==> src/rtl/muldiv_unit_pkg.sv <==
// Shared constants for the iterative RV32M multiply/divide unit.
// Opcode/funct encodings, FSM state encodings and operand-sign helpers.
package muldiv_unit_pkg;

    localparam logic [6:0] OPC_ARI_RTYPE = 7'b0110011;
    localparam logic [6:0] FNC7_MEXT     = 7'b0000001;

    localparam logic [2:0] FNC_MUL    = 3'b000;
    localparam logic [2:0] FNC_MULH   = 3'b001;
    localparam logic [2:0] FNC_MULHSU = 3'b010;
    localparam logic [2:0] FNC_MULHU  = 3'b011;
    localparam logic [2:0] FNC_DIV    = 3'b100;
    localparam logic [2:0] FNC_DIVU   = 3'b101;
    localparam logic [2:0] FNC_REM    = 3'b110;
    localparam logic [2:0] FNC_REMU   = 3'b111;

    localparam logic [2:0] S_IDLE = 3'd0;
    localparam logic [2:0] S_MUL  = 3'd1;
    localparam logic [2:0] S_DIV  = 3'd2;
    localparam logic [2:0] S_FIX  = 3'd3;
    localparam logic [2:0] S_DONE = 3'd4;

    // rs1 is treated as signed for these operations
    function automatic logic a_signed(input logic [2:0] f);
        return f inside {FNC_MUL, FNC_MULH, FNC_MULHSU, FNC_DIV, FNC_REM};
    endfunction

    // rs2 is treated as signed for these operations
    function automatic logic b_signed(input logic [2:0] f);
        return f inside {FNC_MUL, FNC_MULH, FNC_DIV, FNC_REM};
    endfunction

endpackage

==> src/rtl/muldiv_div_step.sv <==
// One restoring-division step on unsigned magnitudes.
// Shifts the next dividend bit into the remainder and trial-subtracts.
module muldiv_div_step #(
    parameter int WIDTH = 32
) (
    input  logic [WIDTH-1:0] rem_i,
    input  logic [WIDTH-1:0] quo_i,
    input  logic [WIDTH-1:0] dvs_i,
    output logic [WIDTH-1:0] rem_o,
    output logic [WIDTH-1:0] quo_o
);

    logic [WIDTH:0] shf;
    logic [WIDTH:0] dif;

    // remainder < divisor always holds, so the top bit of dif is the borrow
    assign shf   = {rem_i, quo_i[WIDTH-1]};
    assign dif   = shf - {1'b0, dvs_i};
    assign rem_o = dif[WIDTH] ? shf[WIDTH-1:0] : dif[WIDTH-1:0];
    assign quo_o = {quo_i[WIDTH-2:0], ~dif[WIDTH]};

endmodule

==> src/rtl/muldiv_unit.sv <==
// Iterative RV32M multiply/divide unit for the Execute stage.
// Shift-add multiply, restoring divide, sign fix-up, valid/ready on both sides.
module muldiv_unit
    import muldiv_unit_pkg::*;
#(
    parameter int WIDTH    = 32,
    parameter int MUL_STEP = 1
) (
    input  logic             clk,
    input  logic             rst,
    input  logic             in_valid,
    output logic             in_ready,
    input  logic [6:0]       opcode,
    input  logic [2:0]       funct,
    input  logic             m_ext,
    input  logic [WIDTH-1:0] op_a,
    input  logic [WIDTH-1:0] op_b,
    input  logic             kill,
    output logic             out_valid,
    input  logic             out_ready,
    output logic [WIDTH-1:0] result,
    output logic             busy
);

    localparam int CW    = $clog2(WIDTH) + 1;
    localparam int MUL_N = WIDTH / MUL_STEP;
    localparam logic [CW-1:0] MUL_LAST = CW'(MUL_N - 1);
    localparam logic [CW-1:0] DIV_LAST = CW'(WIDTH - 1);

    logic [2:0]         state_q, state_d;
    logic [2:0]         fn_q, fn_d;
    logic               neg_q, neg_d;
    logic [WIDTH-1:0]   opr_q, opr_d;
    logic [2*WIDTH-1:0] acc_q, acc_d;
    logic [CW-1:0]      cnt_q, cnt_d;
    logic [WIDTH-1:0]   result_q, result_d;

    logic               accept;
    logic               sa, sb;
    logic [WIDTH-1:0]   mag_a, mag_b;
    logic               div_zero, ovf;
    logic [WIDTH-1:0]   special;

    logic [WIDTH+MUL_STEP-1:0] mul_sum;
    logic [2*WIDTH-1:0]        mul_next;
    logic [WIDTH-1:0]          drem, dquo;

    logic [2*WIDTH-1:0] mul_full;
    logic [WIDTH-1:0]   div_sel;
    logic [WIDTH-1:0]   div_val;
    logic [WIDTH-1:0]   fix_val;

    assign in_ready  = (state_q == S_IDLE) & ~rst;
    assign busy      = (state_q != S_IDLE);
    assign out_valid = (state_q == S_DONE);
    assign result    = result_q;

    assign accept = in_valid & in_ready & m_ext
                  & (opcode == OPC_ARI_RTYPE);

    // operands become magnitudes; the most-negative value maps onto itself
    assign sa    = a_signed(funct) & op_a[WIDTH-1];
    assign sb    = b_signed(funct) & op_b[WIDTH-1];
    assign mag_a = sa ? -op_a : op_a;
    assign mag_b = sb ? -op_b : op_b;

    assign div_zero = (op_b == '0);
    assign ovf      = (funct == FNC_DIV || funct == FNC_REM)
                    && (op_a == {1'b1, {(WIDTH-1){1'b0}}})
                    && (op_b == '1);

    // funct[1] separates REM/REMU from DIV/DIVU
    assign special = div_zero ? (funct[1] ? op_a : '1)
                              : (funct[1] ? '0 : op_a);

    // retire MUL_STEP multiplier bits from the low half into the high half
    always_comb begin
        mul_sum = {{MUL_STEP{1'b0}}, acc_q[2*WIDTH-1:WIDTH]};
        for (int j = 0; j < MUL_STEP; j++) begin
            if (acc_q[j]) begin
                mul_sum = mul_sum + ({{MUL_STEP{1'b0}}, opr_q} << j);
            end
        end
    end

    assign mul_next = {mul_sum, acc_q[WIDTH-1:MUL_STEP]};

    muldiv_div_step #(
        .WIDTH (WIDTH)
    ) u_div_step (
        .rem_i (acc_q[2*WIDTH-1:WIDTH]),
        .quo_i (acc_q[WIDTH-1:0]),
        .dvs_i (opr_q),
        .rem_o (drem),
        .quo_o (dquo)
    );

    // sign fix-up and output selection
    always_comb begin
        mul_full = neg_q ? -acc_q : acc_q;
        div_sel  = fn_q[1] ? acc_q[2*WIDTH-1:WIDTH] : acc_q[WIDTH-1:0];
        div_val  = neg_q ? -div_sel : div_sel;
        if (fn_q[2]) begin
            fix_val = div_val;
        end else if (fn_q == FNC_MUL) begin
            fix_val = mul_full[WIDTH-1:0];
        end else begin
            fix_val = mul_full[2*WIDTH-1:WIDTH];
        end
    end

    // next-state logic; kill overrides everything but reset
    always_comb begin
        state_d  = state_q;
        fn_d     = fn_q;
        neg_d    = neg_q;
        opr_d    = opr_q;
        acc_d    = acc_q;
        cnt_d    = cnt_q;
        result_d = result_q;
        if (kill) begin
            state_d = S_IDLE;
        end else begin
            case (state_q)
                S_IDLE: begin
                    if (accept) begin
                        fn_d  = funct;
                        neg_d = (funct == FNC_REM) ? sa : (sa ^ sb);
                        cnt_d = '0;
                        if (funct[2] && (div_zero || ovf)) begin
                            result_d = special;
                            state_d  = S_DONE;
                        end else if (funct[2]) begin
                            opr_d   = mag_b;
                            acc_d   = {{WIDTH{1'b0}}, mag_a};
                            state_d = S_DIV;
                        end else begin
                            opr_d   = mag_a;
                            acc_d   = {{WIDTH{1'b0}}, mag_b};
                            state_d = S_MUL;
                        end
                    end
                end
                S_MUL: begin
                    acc_d = mul_next;
                    cnt_d = cnt_q + 1'b1;
                    if (cnt_q == MUL_LAST) state_d = S_FIX;
                end
                S_DIV: begin
                    acc_d = {drem, dquo};
                    cnt_d = cnt_q + 1'b1;
                    if (cnt_q == DIV_LAST) state_d = S_FIX;
                end
                S_FIX: begin
                    result_d = fix_val;
                    state_d  = S_DONE;
                end
                S_DONE: begin
                    if (out_ready) state_d = S_IDLE;
                end
                default: state_d = S_IDLE;
            endcase
        end
    end

    // state registers with synchronous reset
    always_ff @(posedge clk) begin
        if (rst) begin
            state_q  <= S_IDLE;
            fn_q     <= '0;
            neg_q    <= 1'b0;
            opr_q    <= '0;
            acc_q    <= '0;
            cnt_q    <= '0;
            result_q <= '0;
        end else begin
            state_q  <= state_d;
            fn_q     <= fn_d;
            neg_q    <= neg_d;
            opr_q    <= opr_d;
            acc_q    <= acc_d;
            cnt_q    <= cnt_d;
            result_q <= result_d;
        end
    end

endmodule

==> config.mk <==
export PLATFORM = sky130hd
export DESIGN_NAME = muldiv_unit
export DESIGN_NICKNAME = d
export VERILOG_FILES = /design/src/rtl/muldiv_unit_pkg.sv /design/src/rtl/muldiv_div_step.sv /design/src/rtl/muldiv_unit.sv
export SDC_FILE = /design/constraint.sdc
export NUM_CORES = 1
export LEC_CHECK = 0
export BUFFER_PORTS_ARGS = -buffer_cell sky130_fd_sc_hd__buf_2
export CORE_ASPECT_RATIO = 0.75
export CORE_MARGIN = 10
export CORE_UTILIZATION = 40
export CTS_CLUSTER_SIZE = 16
export DETAILED_ROUTE_END_ITERATION = 8
export GPL_TIMING_DRIVEN = 0
export SYNTH_ARGS = -nofsm -noshare
export SYNTH_HDL_FRONTEND = slang
export SYNTH_SLANG_ARGS = --single-unit
export TNS_END_PERCENT = 30
==> constraint.sdc <==
create_clock -name clk -period 12.3 [get_ports clk]
set_clock_uncertainty 0.1 [all_clocks]
set_input_delay 1.23 -clock clk [delete_from_list [all_inputs] [get_ports clk]]
set_output_delay 1.23 -clock clk [all_outputs]
set_load 0.01 [all_outputs]
==> results.md, run 1 <==
- Number of I/O pins: 115
- Vias in the first global route: 17900
- CTS tree: done
- Crit path top cell by count: buf_2
- Clock Sinks: 141
- Post-CTS Hold Fix Bufs: 0
- #FFs+latches synth: 141
- Antenna-violating nets left: 0
- Startpoint Class: register
- Worst setup margin: 5.74 ns
- Clk_lat worst skew: 0.46 ns
- Overall Global Routing Usage: 34.5%
- Kind of critical path: register to register
- ANT cells: 0
- Setup TNS: 0 ns
- Synth warn: 0
- Worst vdd rail ir drop: 0.0000924 V
- Max-slew violation count: 0
- Overflow after GRT: 0
- Post-CTS Setup Inserts: 0
- Starting density of the core: 40.6%
- Core Region: 0.0396 mm^2
- DR pass1 iterations: 7
- Top cell type's share of synthesized area: 17.6%
- Number of max-cap violations: 0
- Post-synth EDFFs: 0
- Outcome: completed
- Async set-reset flop share out of synthesis: 0%
- Initial antenna violation count: 3
- Post-DP HPWL: 70900 um
- H-tree Lvls: 4
- Min cycle time layout: 6.56 ns
- Via/cell ratio: 6.62
- Commonest cells after routing, fill and taps aside: a21oi_1 (236), nand2_1 (217), nor2_1 (209), o21ai_0 (181), clkbuf_1 (176)
- Sequential share of the synthesized area: 17.6%
- Synth area leader: dfxtp_1
- Final Hold Viols: 0
- Die Span X: 251 um
- Design area: 0.0179 mm^2
- Setup WS pre-CTS: 5.94 ns
- Leak: 6.87 nW
- Worst Max-Slew Pin Slew: 1.15 ns
- Largest net degree at the start of global routing: 17
- Routed Wire Length: 87700 um
- Root buffer cell: clkbuf_16
- CP max-delay cell: nor3_1
- DRC Markers: 0
- Most common cell after layout, fill and taps aside: a21oi_1
- CTS max path bufs: 2
- Dominant synthesized flop cell: dfxtp_1
- Hold crit path type: register to register
- Area growth, synth to finish: 11.5%
- Crit-path max cell delay: 0.80 ns
- Die Ht: 194 um
- Endpoint type of the worst setup path: register
- CTS buffer count: 17
- Period utilisation layout: 53.3%
- 1st-iter DRT viols: 2843
- Via count: 19600
- Relative slew slack: 23.6%
- RSZ-0062 raised after global routing: no
- Final setup violation count: 0
- Total power: 1.22 mW
- Post-Synthesis Mean Instance Area: 7.00 um^2
- Syn Inst Count: 2295
- CP max FO: 10
- Die area: 0.0487 mm^2
- IO Port Bufs: 113
- Net Count, Synth: 2447
- Required @ worst endpoint: 12.50 ns
- FILL cells: 4109
- Finished Core Util: 45.3%
- Post-cts resize count: 0
- # nets final: 2579
- Netlist Area Pre-Place: 0.0161 mm^2
- Crit path DAT: 6.76 ns
- Number of core rows: 63
- Clk pin slew, worst setup/hold paths: 0.07 ns
- First-pass GRT wire length: 126000 um
- Synth top area cells: dfxtp_1 (18%), a21oi_1 (7.4%), o21ai_0 (5.6%), ha_1 (5.5%), xnor2_1 (5.1%)
- Wire length per cell: 29.6 um
- Cell Pwr Density: 68.3 mW/mm^2
- Post-DP Area: 0.0173 mm^2
- Gpl congestion: 0.997
- Post-synth cell types: 90
- Critical path cell sequence: clkbuf_1 > buf_2 > buf_2 > buf_2 > buf_2 > buf_2 > buf_2 > mux2i_1 > ha_1 > o221ai_1 > nor3_1 > nand4_1 > or4_1 > o31ai_1 > xor2_1 > a221o_1 > a211oi_1 > nor3_1
- Fmax: 152 MHz
- Layout cells sized above 1: 9.35%
## kinds of logic after synthesis
group	share of synthesized area (%)
fa+ha+maj	7.01
compound gates	31.6
flops	17.6
mux	5.88
xor+xnor	9.49
buf+inv	6.74
simple gates	21.7
## cells in the mapped netlist, types with 19 or more instances
cell,number
a21o_1,26
buf_2,19
xnor2_1,94
mux2i_1,73
nand3_1,48
ha_1,70
a221oi_1,46
nand4_1,21
nor2_1,209
nor4_1,29
o21ai_0,181
clkbuf_1,176
inv_1,73
nor3_1,68
o31ai_1,29
a21oi_1,236
a31oi_1,40
or3_1,21
mux2_2,19
a211oi_1,41
o211ai_1,30
dfxtp_1,141
o41ai_1,19
nand2_1,217
maj3_1,21
xor2_1,80
## worst paths after layout
kind              start         end  slack [ns]  depth (start not counted)
min reg2reg  result[17]  result[17]        0.36                          2
max             fn_q[1]  result[28]        5.74                         18
max reg2reg     fn_q[1]  result[28]        5.74                         18
min          result[17]  result[17]        0.36                          2
## power by group
part	leakage [nW]	switching (mW)	total (mW)	internal, mW
Combinational	5.43	0.135	0.192	0.0569
Sequential	1.14	0.000420	0.457	0.457
Clock	0.307	0.247	0.574	0.327
Total	6.87	0.382	1.22	0.840
## cell type report
class	instances	area, um^2	area share (%)
Sequential cell	141	2820	15.8
Timing Repair Buffer	113	566	3.16
Clock inverter	14	201	1.12
Buffer	204	797	4.45
Inverter	76	285	1.59
Clock buffer	17	425	2.37
Tap cell	520	651	3.63
Multi-Input combinational cell	1874	12200	67.9
## critical path: cells and delay by family, from the launching register on
| family | cells | cell delay (ns) |
|---|---|---|
| buffers and inverters | 7 | 2.37 |
| XOR/XNOR | 1 | 0.10 |
| flip-flops | 1 | 0.40 |
| AND/OR/NAND/NOR | 4 | 1.62 |
| AO/OA/AOI/OAI | 4 | 1.20 |
| multiplexers | 1 | 0.30 |
| adder cells (fa/ha/maj) | 1 | 0.28 |
## sequential cells by signal, indices dropped and copies added (netlist names)
| name | count |
|---|---|
| acc_q | 64 |
| cnt_q | 6 |
| fn_q | 3 |
| neg_q | 1 |
| opr_q | 32 |
| result | 32 |
| state_q | 3 |
## metrics by stage
stage	hold WS, ns	instances
6_report	0.357	2959
5_1_grt	0.386	2959
4_1_cts	0.359	2959
3_5_place_dp	0.350	2928
3_3_place_gp	0.342	2928
2_1_floorplan	0.349	2295
## metal layers
metal | vias to the layer above | part of all wire (%) | wire length, um | GRT usage [%]
li1 | 8726 | - | - | -
met1 | 9421 | 42 | 37100 | 47.8
met2 | 1287 | 40 | 35300 | 48.1
met3 | 164 | 14 | 12000 | 11.9
met4 | 0 | 3.7 | 3250 | 12.1
met5 | - | 0 | 0 | 0
Note: power is estimated with default switching activity, not from simulation.
==> inputs of run 2 (changes only) <==
clock period = 5.69 ns   (was 12.3 ns; I/O delays follow)
==> run 2 against run 1 <==
  * Utilization increased by 0.11 points
  * Combinational power increased by 120%
  * Critical path depth decreased by 4
  * Routed wire length increased by 0.20%
  * Via count about the same
  * Global-route usage about the same
  * Sequential power increased by 120%
  * Worst hold slack improved by 0.0017 ns
  * Final cell count increased by 0.10%
  * Power increased by 120%
  * Critical endpoint is now result[24]
==> results.md, run 2 (synthesis results as in run 1) <==
- Worst setup margin: 0.0803 ns (was 5.74 ns)
- Worst Max-Slew Pin Slew: 1.14 ns (was 1.15 ns)
- Setup TNS: 0 ns (unchanged)
- Die Span X: 251 um (unchanged)
- First-pass GRT wire length: 126000 um (about the same)
- Register area: 0.00282 mm^2 (unchanged)
- Max-slew violation count: 0 (unchanged)
- Post-CTS Hold Fix Bufs: 0 (unchanged)
- CP max FO: 10 (unchanged)
- Final setup violation count: 0 (unchanged)
- IO Port Bufs: 113 (unchanged)
- DRC Markers: 0 (unchanged)
- Post-DP HPWL: 70900 um (unchanged)
- DR pass1 iterations: 6 (was 7)
- Clk pin slew, worst setup/hold paths: 0.07 ns (about the same)
- H-tree Lvls: 4 (unchanged)
- Period utilisation layout: 98.6% (was 53.3%)
- Min cycle time layout: 5.61 ns (was 6.56 ns)
- Commonest cells after routing, fill and taps aside: a21oi_1 (236), nand2_1 (217), nor2_1 (209), o21ai_0 (181), clkbuf_1 (175) (was a21oi_1 (236), nand2_1 (217), nor2_1 (209), o21ai_0 (181), clkbuf_1 (176))
- CTS tree: done (unchanged)
- Total power: 2.65 mW (was 1.22 mW)
- Outcome: completed (unchanged)
- Kind of critical path: register to register (unchanged)
- Setup WS pre-CTS: -0.673 ns (was 5.94 ns)
- Hold crit path type: register to register (unchanged)
- Worst vdd rail ir drop: 0.000202 V (was 0.0000924 V)
- Post-DP Area: 0.0173 mm^2 (unchanged)
- Starting density of the core: 40.6% (unchanged)
- Initial antenna violation count: 3 (unchanged)
- Area growth, synth to finish: 11.8% (was 11.5%)
- Via count: 19600 (about the same)
- # nets final: 2580 (was 2579)
- WL met3: 12000 um (about the same)
- Met2 wire len: 35200 um (was 35300 um)
- Number of core rows: 63 (unchanged)
- Number of I/O pins: 115 (unchanged)
- Routed Wire Length: 87900 um (was 87700 um)
- Required @ worst endpoint: 5.98 ns (was 12.50 ns)
- Wire length per cell: 29.7 um (was 29.6 um)
- Vias in the first global route: 17900 (about the same)
- CTS max path bufs: 2 (unchanged)
- Fmax: 178 MHz (was 152 MHz)
- Leak: 6.89 nW (was 6.87 nW)
- Largest net degree at the start of global routing: 17 (unchanged)
- RSZ-0062 raised after global routing: no (unchanged)
- Design area: 0.0180 mm^2 (was 0.0179 mm^2)
- Layout cells sized above 1: 9.55% (was 9.35%)
- Max Used Layer: met4 (unchanged)
- Overflow after GRT: 0 (unchanged)
- Antenna-violating nets left: 0 (unchanged)
- Die area: 0.0487 mm^2 (unchanged)
- Largest register FFs: 64 (unchanged)
- Final Hold Viols: 0 (unchanged)
- Most common cell after layout, fill and taps aside: a21oi_1 (unchanged)
- Relative slew slack: 24.3% (was 23.6%)
- Overall Global Routing Usage: 34.5% (about the same)
- Number of max-cap violations: 0 (unchanged)
- Root buffer cell: clkbuf_16 (unchanged)
- Crit path DAT: 5.90 ns (was 6.76 ns)
- 1st-iter DRT viols: 2897 (was 2843)
- Clk_lat worst skew: 0.47 ns (was 0.46 ns)
- CTS buffer count: 17 (unchanged)
- Endpoint type of the worst setup path: register (unchanged)
- Via/cell ratio: 6.62 (about the same)
- Startpoint Class: register (unchanged)
- Gpl congestion: 0.997 (unchanged)
- Multi-input logic area: 0.0122 mm^2 (about the same)
- Cell Pwr Density: 147 mW/mm^2 (was 68.3 mW/mm^2)
- FILL cells: 4108 (was 4109)
- Most flop-heavy register: acc_q (unchanged)
- Met1 wire length: 37400 um (was 37100 um)
- Clock Sinks: 141 (unchanged)
- Die Ht: 194 um (unchanged)
- Core Region: 0.0396 mm^2 (unchanged)
run 2: metal layers:
layer  vias up  GRT usage [%]
met5         -              0
met4         0           12.1
met3       157           12.4
met2      1284           48.2
met1      9435           47.6
li1       8737              -
run 2: power by group:
| group | total [mW] | internal (mW) | switching [mW] |
|---|---|---|---|
| Clock | 1.24 | 0.707 | 0.537 |
| Sequential | 0.988 | 0.987 | 0.000912 |
| Combinational | 0.414 | 0.123 | 0.291 |
| Total | 2.65 | 1.82 | 0.830 |
run 2: worst max-delay path: stages, from the launching register on:
cell and delay, ns:
dfxtp_1 0.34, clkbuf_1 0.40, clkinv_1 0.39, clkbuf_1 0.71
ha_1 0.42, inv_1 0.11, nor3b_1 0.56, nand4_2 0.27
nor4_4 0.64, nand3_4 0.23, mux2i_1 0.19, o31ai_1 0.76
nand2_1 0.14, a2bb2oi_1 0.17, nor2_1 0.09
run 2: path summary, 6_finish.rpt:
path | cells after the start | slack, ns | end | startpoint
setup / recovery | 14 | 0.08 | result[24] | acc_q[0]
hold / removal | 2 | 0.36 | result[4] | result[4]
setup reg to reg | 14 | 0.08 | result[24] | acc_q[0]
hold reg to reg | 2 | 0.36 | result[4] | result[4]
run 2: per-stage QoR:
step | util [%] | instances | hold WS, ns
2_1_floorplan | - | 2295 | 0.349
3_3_place_gp | 43.7 | 2928 | 0.342
3_5_place_dp | 43.7 | 2928 | 0.350
4_1_cts | 45.3 | 2960 | 0.359
5_1_grt | 45.4 | 2960 | 0.365
6_report | 45.4 | 2962 | 0.359
run 2: timing repair:
| item | CTS | global route |
|---|---|---|
| cloned | 0 | 0 |
| endpoints found under the setup margin | 6 | 5 |
| gates resized for setup | 5 | 4 |
| buffers inserted | 1 | 0 |
| pin swaps | 1 | 0 |
run 2: layout make-up:
| cell class | instances | share of cell area (%) |
|---|---|---|
| clock inverters | 14 | 1.12 |
| inverters | 76 | 1.59 |
| flip-flops and latches | 141 | 15.7 |
| repair buffers | 114 | 3.19 |
| diodes | 2 | 0.0279 |
| clock buffers | 17 | 2.37 |
| well taps | 520 | 3.62 |
| multi-input cells | 1874 | 67.9 |
| plain buffers | 204 | 4.49 |
==> inputs of run 3 (changes only) <==
PLACE_DENSITY_LB_ADDON = 0.08   (was default)
==> run 3 against run 2 <==
  * Largest cell class unchanged
  * Worst hold slack gained 0.0065 ns
  * Highest routed layer unchanged
  * First-iteration DRC count grew 1.1%
  * Fmax up 0.92%
==> results.md, run 3 (synthesis results as in run 1) <==
- # nets final: 2580 (unchanged)
- Die area: 0.0487 mm^2 (unchanged)
- Via count: 19700 (was 19600)
- Crit-path max cell delay: 0.73 ns (was 0.76 ns)
- CP max-delay cell: o31ai_2 (was o31ai_1)
- Wire length per cell: 29.6 um (was 29.7 um)
- Clock Sinks: 141 (unchanged)
- Endpoint type of the worst setup path: register (unchanged)
- Largest register FFs: 64 (unchanged)
- FILL cells: 4195 (was 4108)
- Layout cells sized above 1: 9.55% (about the same)
- Setup WS pre-CTS: -0.614 ns (was -0.673 ns)
- Routed Wire Length: 87800 um (was 87900 um)
- Antenna-violating nets left: 0 (unchanged)
- Worst vdd rail ir drop: 0.000214 V (was 0.000202 V)
- Relative slew slack: 29.1% (was 24.3%)
- Max-slew violation count: 0 (unchanged)
- IO Port Bufs: 113 (unchanged)
- Commonest cells after routing, fill and taps aside: a21oi_1 (236), nand2_1 (217), nor2_1 (209), o21ai_0 (181), clkbuf_1 (175) (unchanged)
- Startpoint Class: register (unchanged)
- Clk pin slew, worst setup/hold paths: 0.07 ns (about the same)
- DR pass1 iterations: 8 (was 6)
- Period utilisation layout: 97.7% (was 98.6%)
- Crit path DAT: 5.82 ns (was 5.90 ns)
- Initial antenna violation count: 2 (was 3)
- Overall Global Routing Usage: 34.6% (was 34.5%)
- 1st-iter DRT viols: 2928 (was 2897)
- Number of max-cap violations: 0 (unchanged)
- CP max FO: 10 (unchanged)
- Via/cell ratio: 6.65 (was 6.62)
- Post-DP HPWL: 70500 um (was 70900 um)
- Overflow after GRT: 0 (unchanged)
- Root buffer cell: clkbuf_16 (unchanged)
- Final setup violation count: 0 (unchanged)
- Worst setup margin: 0.131 ns (was 0.0803 ns)
- Critical path cell sequence: clkbuf_1 > inv_1 > ha_1 > fa_1 > nand2b_1 > a21oi_1 > o21ai_0 > o31ai_2 > a21o_1 > a311oi_2 > or2_2 > clkbuf_1 > nor2_1 > a211oi_1 > o31ai_1 (was clkbuf_1 > clkinv_1 > clkbuf_1 > ha_1 > inv_1 > nor3b_1 > nand4_2 > nor4_4 > nand3_4 > mux2i_1 > o31ai_1 > nand2_1 > a2bb2oi_1 > nor2_1)
- Fmax: 180 MHz (was 178 MHz)
- Core Region: 0.0396 mm^2 (unchanged)
- Number of core rows: 63 (unchanged)
- Worst Max-Slew Pin Slew: 1.06 ns (was 1.14 ns)
- Die Ht: 194 um (unchanged)
- Kind of critical path: register to register (unchanged)
- First-pass GRT wire length: 126000 um (about the same)
- Crit path top cell by count: clkbuf_1 (unchanged)
- R2R Path Start: acc_q[31] (was acc_q[0])
- Die Span X: 251 um (unchanged)
- Required @ worst endpoint: 5.95 ns (was 5.98 ns)
- Gpl congestion: 1.04 (was 0.997)
- Clk_lat worst skew: 0.47 ns (about the same)
- Final Hold Viols: 0 (unchanged)
- Starting density of the core: 40.6% (unchanged)
- Most common cell after layout, fill and taps aside: a21oi_1 (unchanged)
- Leak: 6.87 nW (was 6.89 nW)
- CTS tree: done (unchanged)
- Cell Pwr Density: 145 mW/mm^2 (was 147 mW/mm^2)
- Area growth, synth to finish: 11.6% (was 11.8%)
- RSZ-0062 raised after global routing: no (unchanged)
- Crit path from: acc_q[31] (was acc_q[0])
- Largest net degree at the start of global routing: 17 (unchanged)
- Min cycle time layout: 5.56 ns (was 5.61 ns)
- CTS buffer count: 17 (unchanged)
- Critical path buffers and inverters: 3 (was 4)
- Post-CTS Hold Fix Bufs: 0 (unchanged)
- H-tree Lvls: 4 (unchanged)
- Outcome: completed (unchanged)
- Cell family with most CP delay: compound AO/OA/AOI/OAI gates (was simple AND/OR/NAND/NOR gates)
- Most flop-heavy register: acc_q (unchanged)
- CTS max path bufs: 2 (unchanged)
- Finished Core Util: 45.3% (was 45.4%)
- Vias in the first global route: 18100 (was 17900)
- DRC Markers: 0 (unchanged)
- Hold crit path type: register to register (unchanged)
- Hold Startpoint: result[17] (was result[4])
- Number of I/O pins: 115 (unchanged)
==> run 3: cell types whose count changed in the layout (fill, tap and decap cells not counted), moves of 2 or more <==
cell,previous run,this run
buf_2,129,127
buf_4,4,1
buf_6,1,4
bufinv_16,3,1
clkbuf_4,0,2
==> run 3: metal layers <==
layer | global-route usage [%] | vias up | part of all wire [%]
li1 | - | 8744 | -
met1 | 49.3 | 9443 | 44
met2 | 46.4 | 1293 | 39
met3 | 10.8 | 204 | 13
met4 | 14.6 | 0 | 4.6
met5 | 0 | - | 0
==> run 3: timing repair <==
action | 4_1_cts | 5_1_grt
setup endpoints to repair | 6 | 6
hold endpoints to repair | 0 | 0
gates resized for setup | 4 | 8
cloned | 0 | 0
pin swaps | 1 | 0
setup buffers | 1 | 0
==> run 3: power by group <==
group	internal, mW	switching [mW]
combinational	0.123	0.295
clock	0.628	0.572
sequential	0.986	0.000912
total	1.74	0.868
==> run 3: final timing paths <==
path	endpoint	slack [ns]	cells after the start
min	result[17]	0.37	2
max	acc_q[62]	0.13	15
min reg2reg	result[17]	0.37	2
max reg2reg	acc_q[62]	0.13	15
==> run 3: per-stage QoR <==
stage	cell area [um^2]	total power, mW	TNS, ns	hold slack [ns]	cells
after global routing	17900	2.66	0	0.379	2961
after CTS	17900	2.58	0	0.361	2961
after detailed placement	17300	1.41	-1.89	0.352	2928
after floorplan	16100	1.22	0	0.349	2295
final	17900	2.61	0	0.365	2962
after global placement	17300	1.41	-2.08	0.344	2928
==> run 3: worst register-to-register path: stages, from the launching register on <==
cell and delay (ns):
dfxtp_1 0.31, clkbuf_1 0.56, inv_1 0.11, ha_1 0.24, fa_1 0.40, nand2b_1 0.19, a21oi_1 0.17, o21ai_0 0.24
o31ai_2 0.74, a21o_1 0.37, a311oi_2 0.29, or2_2 0.42, clkbuf_1 0.34, nor2_1 0.60, a211oi_1 0.15, o31ai_1 0.25
==> run 3: area by class of cell <==
cell class | count | area [um^2] | share of cell area [%]
Buffer | 204 | 822 | 4.58
Sequential cell | 141 | 2820 | 15.7
Tap cell | 520 | 651 | 3.63
Clock buffer | 17 | 425 | 2.37
Inverter | 76 | 285 | 1.59
Timing Repair Buffer | 114 | 573 | 3.20
Multi-Input combinational cell | 1874 | 12200 | 67.9
Antenna cell | 1 | 2.50 | 0.0140
Clock inverter | 15 | 174 | 0.970
